**src/rtl/stack_unit.sv**
```systemverilog
// -----------------------------------------------------------------------------
// stack_unit
//
// LIFO stack with a registered top-of-stack and a sticky error state.
// The top entry lives in its own register (o_top) so a POP returns the
// popped word with zero latency: the value is simply o_top in the POP cycle.
// The lower DEPTH-1 entries live in an array indexed by count-2, and the
// entry directly under the top is always at index count-2.
//
// A PUSH on a full stack, or a POP/REPLACE on an empty stack, sets the
// matching sticky flag and moves the unit to ERR. In ERR every operation is
// ignored until i_clear_err, which clears both flags and returns to RUN.
// The operation presented in that same cycle is dropped.
//
// Parameters
//   WIDTH  data word width in bits
//   DEPTH  maximum number of entries (power of two, >= 2)
//   CW     count width, log2(DEPTH)+1 (derived)
//
// Ports
//   i_clock      clock, all state changes on the rising edge
//   i_reset      synchronous active-high reset
//   i_op         00 NOP, 01 PUSH, 10 POP, 11 REPLACE (overwrite top)
//   i_data       word for PUSH / REPLACE
//   i_clear_err  leave ERR, clear sticky flags
//   o_top        current top of stack (0 when empty)
//   o_count      number of valid entries, 0..DEPTH
//   o_empty      o_count == 0
//   o_full       o_count == DEPTH
//   o_overflow   sticky, set by PUSH when full
//   o_underflow  sticky, set by POP or REPLACE when empty
//   o_err        high while in ERR
// -----------------------------------------------------------------------------
module stack_unit #(
    parameter  int WIDTH = 16,
    parameter  int DEPTH = 16,
    localparam int CW    = $clog2(DEPTH) + 1
) (
    input  logic             i_clock,
    input  logic             i_reset,
    input  logic [1:0]       i_op,
    input  logic [WIDTH-1:0] i_data,
    input  logic             i_clear_err,
    output logic [WIDTH-1:0] o_top,
    output logic [CW-1:0]    o_count,
    output logic             o_empty,
    output logic             o_full,
    output logic             o_overflow,
    output logic             o_underflow,
    output logic             o_err
);

    localparam int            AW         = $clog2(DEPTH);
    localparam logic [CW-1:0] FULL_COUNT = CW'(DEPTH);
    localparam logic [CW-1:0] CNT_ONE    = CW'(1);
    localparam logic [CW-1:0] CNT_TWO    = CW'(2);

    localparam logic [1:0] OP_NOP     = 2'b00;
    localparam logic [1:0] OP_PUSH    = 2'b01;
    localparam logic [1:0] OP_POP     = 2'b10;
    localparam logic [1:0] OP_REPLACE = 2'b11;

    typedef enum logic {
        ST_RUN = 1'b0,
        ST_ERR = 1'b1
    } state_t;

    state_t             state_q, state_d;
    logic [WIDTH-1:0]   top_q, top_d;
    logic [CW-1:0]      count_q, count_d;
    logic               ovf_q, ovf_d;
    logic               unf_q, unf_d;

    // Storage for the entries below the top; never reset, since an entry is
    // always written before count can make it readable.
    logic [WIDTH-1:0]   mem_q [DEPTH-1];

    logic               mem_we;
    logic [AW-1:0]      mem_waddr;
    logic [AW-1:0]      mem_raddr;
    logic [WIDTH-1:0]   mem_rdata;
    logic [CW-1:0]      count_m1;
    logic [CW-1:0]      count_m2;
    logic               is_empty;
    logic               is_full;

    assign is_empty  = (count_q == '0);
    assign is_full   = (count_q == FULL_COUNT);
    assign count_m1  = count_q - CNT_ONE;
    assign count_m2  = count_q - CNT_TWO;
    // The truncated address is only meaningful when the matching access
    // is actually enabled (count >= 1 for writes, count >= 2 for reads).
    assign mem_waddr = count_m1[AW-1:0];
    assign mem_raddr = count_m2[AW-1:0];
    assign mem_rdata = mem_q[mem_raddr];

    // -------------------------------------------------------------------------
    // Next-state / datapath control
    // -------------------------------------------------------------------------
    always_comb begin
        state_d = state_q;
        top_d   = top_q;
        count_d = count_q;
        ovf_d   = ovf_q;
        unf_d   = unf_q;
        mem_we  = 1'b0;

        case (state_q)
            ST_RUN: begin
                // i_clear_err is deliberately ignored in RUN.
                case (i_op)
                    OP_PUSH: begin
                        if (is_full) begin
                            ovf_d   = 1'b1;
                            state_d = ST_ERR;
                        end else begin
                            // Current top sinks into the array, but only if
                            // there is a real top to preserve.
                            mem_we  = !is_empty;
                            top_d   = i_data;
                            count_d = count_q + CNT_ONE;
                        end
                    end
                    OP_POP: begin
                        if (is_empty) begin
                            unf_d   = 1'b1;
                            state_d = ST_ERR;
                        end else begin
                            // Popping the last entry leaves the top at zero.
                            top_d   = (count_q >= CNT_TWO) ? mem_rdata : '0;
                            count_d = count_m1;
                        end
                    end
                    OP_REPLACE: begin
                        if (is_empty) begin
                            unf_d   = 1'b1;
                            state_d = ST_ERR;
                        end else begin
                            top_d = i_data;
                        end
                    end
                    default: ; // OP_NOP
                endcase
            end
            ST_ERR: begin
                if (i_clear_err) begin
                    ovf_d   = 1'b0;
                    unf_d   = 1'b0;
                    state_d = ST_RUN;
                end
            end
            default: state_d = ST_RUN;
        endcase
    end

    // -------------------------------------------------------------------------
    // State registers
    // -------------------------------------------------------------------------
    always_ff @(posedge i_clock) begin
        if (i_reset) begin
            state_q <= ST_RUN;
            top_q   <= '0;
            count_q <= '0;
            ovf_q   <= 1'b0;
            unf_q   <= 1'b0;
        end else begin
            state_q <= state_d;
            top_q   <= top_d;
            count_q <= count_d;
            ovf_q   <= ovf_d;
            unf_q   <= unf_d;
        end
    end

    always_ff @(posedge i_clock) begin
        if (mem_we && !i_reset) begin
            mem_q[mem_waddr] <= top_q;
        end
    end

    // -------------------------------------------------------------------------
    // Outputs
    // -------------------------------------------------------------------------
    assign o_top       = top_q;
    assign o_count     = count_q;
    assign o_empty     = is_empty;
    assign o_full      = is_full;
    assign o_overflow  = ovf_q;
    assign o_underflow = unf_q;
    assign o_err       = (state_q == ST_ERR);

    // OP_NOP is named for readability only.
    logic unused_nop;
    assign unused_nop = ^OP_NOP;

endmodule

```
**config.mk**
```make
export PLATFORM = sky130hd
export DESIGN_NAME = stack_unit
export DESIGN_NICKNAME = d
export VERILOG_FILES = /design/src/rtl/stack_unit.sv
export SDC_FILE = /design/constraint.sdc
export NUM_CORES = 1
export LEC_CHECK = 0
export ABC_CLOCK_PERIOD_IN_PS = 2700
export CORE_ASPECT_RATIO = 1.4
export CORE_UTILIZATION = 45
export CTS_BUF_LIST = sky130_fd_sc_hd__clkbuf_4 sky130_fd_sc_hd__clkbuf_8 sky130_fd_sc_hd__clkbuf_16
export CTS_CLUSTER_SIZE = 20
export DETAILED_ROUTE_END_ITERATION = 8
export SLEW_MARGIN = 5
export SYNTH_ARGS = -nofsm -noshare
export SYNTH_HDL_FRONTEND = slang
export SYNTH_SLANG_ARGS = --single-unit
export TNS_END_PERCENT = 50
```
**constraint.sdc**
```tcl
create_clock -name i_clock -period 2.7 [get_ports i_clock]
set_clock_uncertainty 0.05 [all_clocks]
set_input_delay 0.54 -clock i_clock [delete_from_list [all_inputs] [get_ports i_clock]]
set_output_delay 0.54 -clock i_clock [all_outputs]
set_load 0.02 [all_outputs]
```
# Word level (Yosys, flattened, before mapping)
# Memory sizes are Yosys's and may differ from the RTL's.
# Cells that the tools add are included.
classes:
  addsub: 3
  n_lt_le_gt_ge: 1
  eq_ne: 12
  n_mux: 25
  bitwise_logic: 1
  reduce_logical: 11
op_table:
  columns: ["operator", "n"]
  rows:
  - ["16-bit 2-to-1 mux", 4]
  - ["16-bit one-hot mux with 3 select lines", 1]
  - ["2-bit != test, second input constant", 7]
  - ["1-bit 2-to-1 mux", 13]
  - ["5-bit 2-to-1 mux", 2]
  - ["5-bit one-hot mux with 2 select lines", 1]
  - ["1-bit one-hot mux with 2 select lines", 4]
  - ["3-bit AND reduction", 2]
  - ["5-bit by 1-bit adder with 5-bit output, second input constant", 1]
  - ["5-bit equality test, second input constant", 1]
  - ["5-bit by 2-bit >= comparator with 1-bit output, second input constant", 1]
  - ["5-bit logical NOT", 1]
  - ["5-bit AND reduction", 1]
  - ["5-bit by 1-bit subtractor with 5-bit output, second input constant", 1]
  - ["2-bit equality test, second input constant", 2]
  - ["4-bit AND reduction", 1]
  - ["4-bit by 2-bit subtractor with 4-bit output, second input constant", 1]
  - ["3-bit nonzero test", 1]
  - ["2-bit by 1-bit equality test with 1-bit output, second input constant", 1]
  - ["1-bit logical NOT", 2]
  - ["2-bit by 1-bit != test with 1-bit output, second input constant", 1]
  - ["2-bit nonzero test", 1]
  - ["2-bit OR reduction", 1]
  - ["1-bit logical AND", 1]
  - ["1-bit NOT", 1]
word_totals:
  reg_bits: 24
  ram_bits: 240
  input_bits: 21
  out_inout_bits: 26
  memories: 1
memory_table:
  columns: ["name", "depth", "word_bits", "read_ports", "rd_clocked_by_memory_dff", "write_ports", "line_no", "rtl"]
  rows:
  - ["mem_q", 15, 16, 1, 0, 1, "76", "logic [WIDTH-1:0] mem_q [DEPTH-1];"]

# Logic depth before layout (Yosys ltp)
# Gate-level depths: netlist (run 1).
logic_depth:
  word_depth: 8
  ltp_mapped: 11
  ltp_nobuf: 7

# Worst setup path before layout (run 1)
# Ideal clock, no wire load.
synth_timing:
  kind: "reg-to-reg"
  start: "register count_q[0] (netlist: o_count[0])"
  end: "memory mem_q[6][0] (enable)"
  setup_time_ps: 388
  arrival_ps: 2756
  required_time_ps: 2262
  path_slack_ps: -494
  path_stages_with_launch: 10
  n_path_buf: 3
  synth_period_minus_slack_ps: 3194
  cell_sequence: "dfxtp_1 buf_4 buf_6 buf_2 inv_1 ha_1 nor3b_2 nor3_1 nand2_1 nor2_1"
synth_between:
  elab_chain_len: 8
  elab_cells_between_ends: 10
  cone_classes: "1 x add/sub; 1 x eq/ne; 5 x mux; 3 x reduce/logical"
synth_rtl:
  columns: ["item", "line_no", "rtl"]
  rows:
  - ["start, declared", "70", "logic [CW-1:0] count_q, count_d;"]
  - ["start signal, assigned", "169", "count_q <= count_d;"]
  - ["5-bit logical NOT", "87", "assign is_empty = (count_q == '0);"]
  - ["1-bit logical NOT", "119", "mem_we = !is_empty;"]
  - ["1-bit 2-to-1 mux", "113", "if (is_full) begin"]
  - ["1-bit 2-to-1 mux", "111", "case (i_op)"]
  - ["1-bit 2-to-1 mux", "108", "case (state_q)"]
  - ["1-bit logical AND", "176", "if (mem_we && !i_reset) begin"]
  - ["1-bit 2-to-1 mux", "176", null]
  - ["1-bit 2-to-1 mux (not written as such)", "177", "mem_q[mem_waddr] <= top_q;"]
  - ["end, declared", "76", null]
# Parallel ways exist; a longest one is shown, timed or not.

# Worst setup path after layout (run 1)
layout_timing:
  start: "register count_q[1] (netlist: o_count[1])"
  end: "output o_count[1]"
layout_lines:
  columns: ["item", "line_no", "rtl"]
  rows:
  - ["end, declared", "45", "output logic [CW-1:0] o_count,"]
# No word-level cell between the ends.

==> summary.md, run 1 <==
| Metric | Value |
|---|---|
| Synth Area in Compound Gates | `0.08231` |
| Cts hold-fix bufs | `0` |
| Crit start category | `register` |
| Clk sinks | `264` |
| Via Count | `6486` |
| GPL Wtd Cong | `between 1 and 1.5` |
| Die area | `roughly 24000 sq um` |
| VDD IR max | `503.5 uV` |
| Chip height | `183.7 microns` |
| Reg clk slew, reported paths | `approximately 0.07 ns` |
| Fmax | `378.6 MHz` |
| Syn Nets | `714` |
| P_leak | `4.266 nW` |
| Antenna diodes | `0` |
| Iter 0 DRT Violations | `557` |
| Proportion of synthesized area in mux cells | `0.08066` |
| Fin. max-slew vios | `0` |
| Row Count | `66` |
| Num ports | `between 40 and 50` |
| Endpoint type of the worst setup path | `output pin` |
| WHS Path Cells | `2` |
| Final TNS setup | `0 ns` |
| Flops & latches, synth | `~260` |
| Worst skew pair latency | `approximately 0.52 ns` |
| Port buffer count | `46` |
| Period minus WS final | `2.642 ns` |
| Pin count of the biggest net entering global routing | `43` |
| Total CTS buffers | `24` |
| Placeable Area | `23200 sq um` |
| Period utilization | `0.9784` |
| Crit path DAT | `2.05 ns` |
| Area grow syn2layout | `23.22%` |
| Number of routed nets with antenna violations | `0` |
| Top-count cell post-synth | `edfxtp_1` |
| Critical path fanouts, max | `between 40 and 50` |
| Residual DRC count | `0` |
| H-Tree Depth | `1` |
| Relative slew slack | `0.5709` |
| WL per Instance | `between 20 and 30 microns` |
| Multi-input logic area | `2865 sq um` |
| Power Dens Cells | `849.3 nW/um^2` |
| Global-route wire length before repair | `roughly 42000 microns` |
| Asr flop ratio synth | `0` |
| Crit path required time | `2.11 ns` |
| R2r worst-path depth | `7` |
| Post-synth EDFFs | `240` |
| Unrepaired setup endpoints after global routing | `true` |
| Worst-margin pin slew | `approximately 0.64 ns` |
| Pre-antenna DRT Iters | `7` |
| Seq/Total Area, Yosys | `0.7245` |
| Vias in the first global route | `between 6000 and 7000` |
| HP Class | `reg -> reg` |
| Area leader, netlist | `edfxtp_1` |
| Layout cells sized above 1 | `0.1839` |
| Top cells by area, synth | `edfxtp_1 68%, mux2i_1 5.9%, dfxtp_1 4.5%, mux4_2 2.1%, a211oi_1 1.9%` |
| Synthesized instance count | `685` |
| Main combinational cell family by area after synthesis | `compound AO/OA/AOI/OAI gates` |
| Post-DP HPWL | `19550 microns` |
| Die X | `131.8 microns` |
| Most frequent cells after synthesis | `240 x edfxtp_1, 63 x mux2i_1, 54 x nand2_1` |
| Top_reg_cell synth | `edfxtp_1` |
| Synthesis warning total | `0` |
| Syn_area_per_cell | `between 15 and 20 sq um` |
| Status | `finished clean` |
| Final setup viols | `0` |
| Nets | `805` |
| CTS root buffer | `clkbuf_16` |
| Placement Cell Area | `approximately 12000 sq um` |
| Initial Util | `0.4572` |
| Initial antenna violation count | `0` |
| Post-Synth Simple-Gate Area | `0.07429` |
| Drt via density | `5.896` |
| Fillers | `1820` |
| XOR/XNOR share of the synthesized area | `0.007429` |
| Clk buf depth | `3` |
| Post-synthesis adder-cell area fraction | `0.009434` |
| Register area | `a little under 8000 sq um` |
| GR Overflow Total | `0` |
| Share of the synthesized area in the top cell type | `0.6792` |
| CTS tree | `done` |
| Worst setup path class | `reg -> out` |
| Global-route usage over all layers | `0.2442` |
| Design Area, Final | `13070 sq um` |
| Yosys cell types | `44` |
| Cell Area, Synth | `10610 sq um` |
| Max-cap violations | `0` |
| Post-Route WL | `28780 microns` |
| Endpoints failing hold | `0` |
[registers in the layout, summed over array words and instances, names as in the netlist]
register	count
mem_q	240
o_top	16
o_count	5
o_err	1
o_overflow	1
o_underflow	1
[final cells by class]
class	instances	share of cell area
clock inverter	15	0.02335
timing repair buffer	104	0.08776
sequential	264	0.5884
multi-input combinational	378	0.2192
tap	306	0.02929
inverter	4	0.001436
clock buffer	29	0.05063
[kinds of logic after synthesis]
group,after synthesis
fa+ha+maj,8
buf+inv,43
mux,73
compound gates,120
xor+xnor,9
flops,264
simple gates,168
[critical path, stage by stage (launching register included)]
cell and delay [ns]:
dfxtp_2 0.37, buf_4 0.45, clkdlybuf4s50_1 0.70
[routing by layer]
layer / share of wire / track usage
met1: 0.39 / 0.2958
met2: 0.51 / 0.4298
met5: 0 / 0
met4: 0.051 / 0.1191
met3: 0.055 / 0.03253
[report_power, final]
part	internal [mW]	leakage (nW)	total [mW]	switching [mW]
sequential	4.67	2.42	4.73	0.0619
combinational	0.807	1.38	2.29	1.48
clock	2.61	0.472	4.09	1.48
total	8.08	4.27	11.1	3.02
[worst paths after layout]
path,startpoint,end,slack (ns)
setup / recovery,o_count[1],o_count[1],0.06
setup reg to reg,o_count[1],o_top[2],0.11
hold / removal,o_overflow,o_overflow,0.44
hold reg to reg,o_overflow,o_overflow,0.44
[stage by stage]
step | setup WS, ns | power [mW] | hold WS [ns] | std cells | util
finish | 0.05843 | 11.10 | 0.4387 | 1100 | 0.5634
global route | -0.02200 | 11.44 | 0.4854 | 1100 | 0.5634
CTS | 0.05081 | 11.13 | 0.4390 | 1100 | 0.5627
detailed placement | -0.07396 | 7.074 | 0.4210 | 1056 | 0.5207
global placement | -0.04015 | 7.049 | 0.4245 | 1056 | 0.5207
floorplan | 0.08730 | 6.135 | 0.5463 | 685 | -
[repair_timing]
| item | CTS | global route |
|---|---|---|
| resized for setup | 5 | 4 |
| setup buffers | 0 | 0 |
| endpoints found under the setup margin | 3 | 5 |
[cell usage in the layout (no fill, tap or decap), types with 5 or more instances in the layout]
master / Yosys / final
clkdlybuf4s50_1: 0 / 44
clkbuf_16: 0 / 25
nor2_4: 0 / 15
nand2_1: 54 / 49
a211oi_1: 27 / 27
a21oi_1: 6 / 6
mux4_2: 10 / 10
nand2_2: 0 / 5
mux2i_1: 63 / 63
o221ai_1: 10 / 10
nand3_1: 28 / 28
o21a_1: 7 / 7
and2_1: 11 / 11
ha_1: 8 / 7
bufinv_16: 0 / 9
a22oi_1: 12 / 12
o32ai_1: 7 / 7
nand4_1: 5 / 5
o21ai_0: 9 / 9
edfxtp_1: 240 / 240
nor2_1: 53 / 37
dfxtp_1: 24 / 22
xnor2_1: 6 / 5
a311oi_1: 6 / 6
buf_12: 0 / 20
o22ai_1: 21 / 19
a32oi_1: 8 / 8
buf_4: 7 / 37
(Power assumes the default switching activity.)
==> run 2: changes to the inputs <==
- SLEW_MARGIN: 5 -> not set
==> results of run 2 <==
Same layout as run 1: the final DEF is identical, and so are final timing and power.
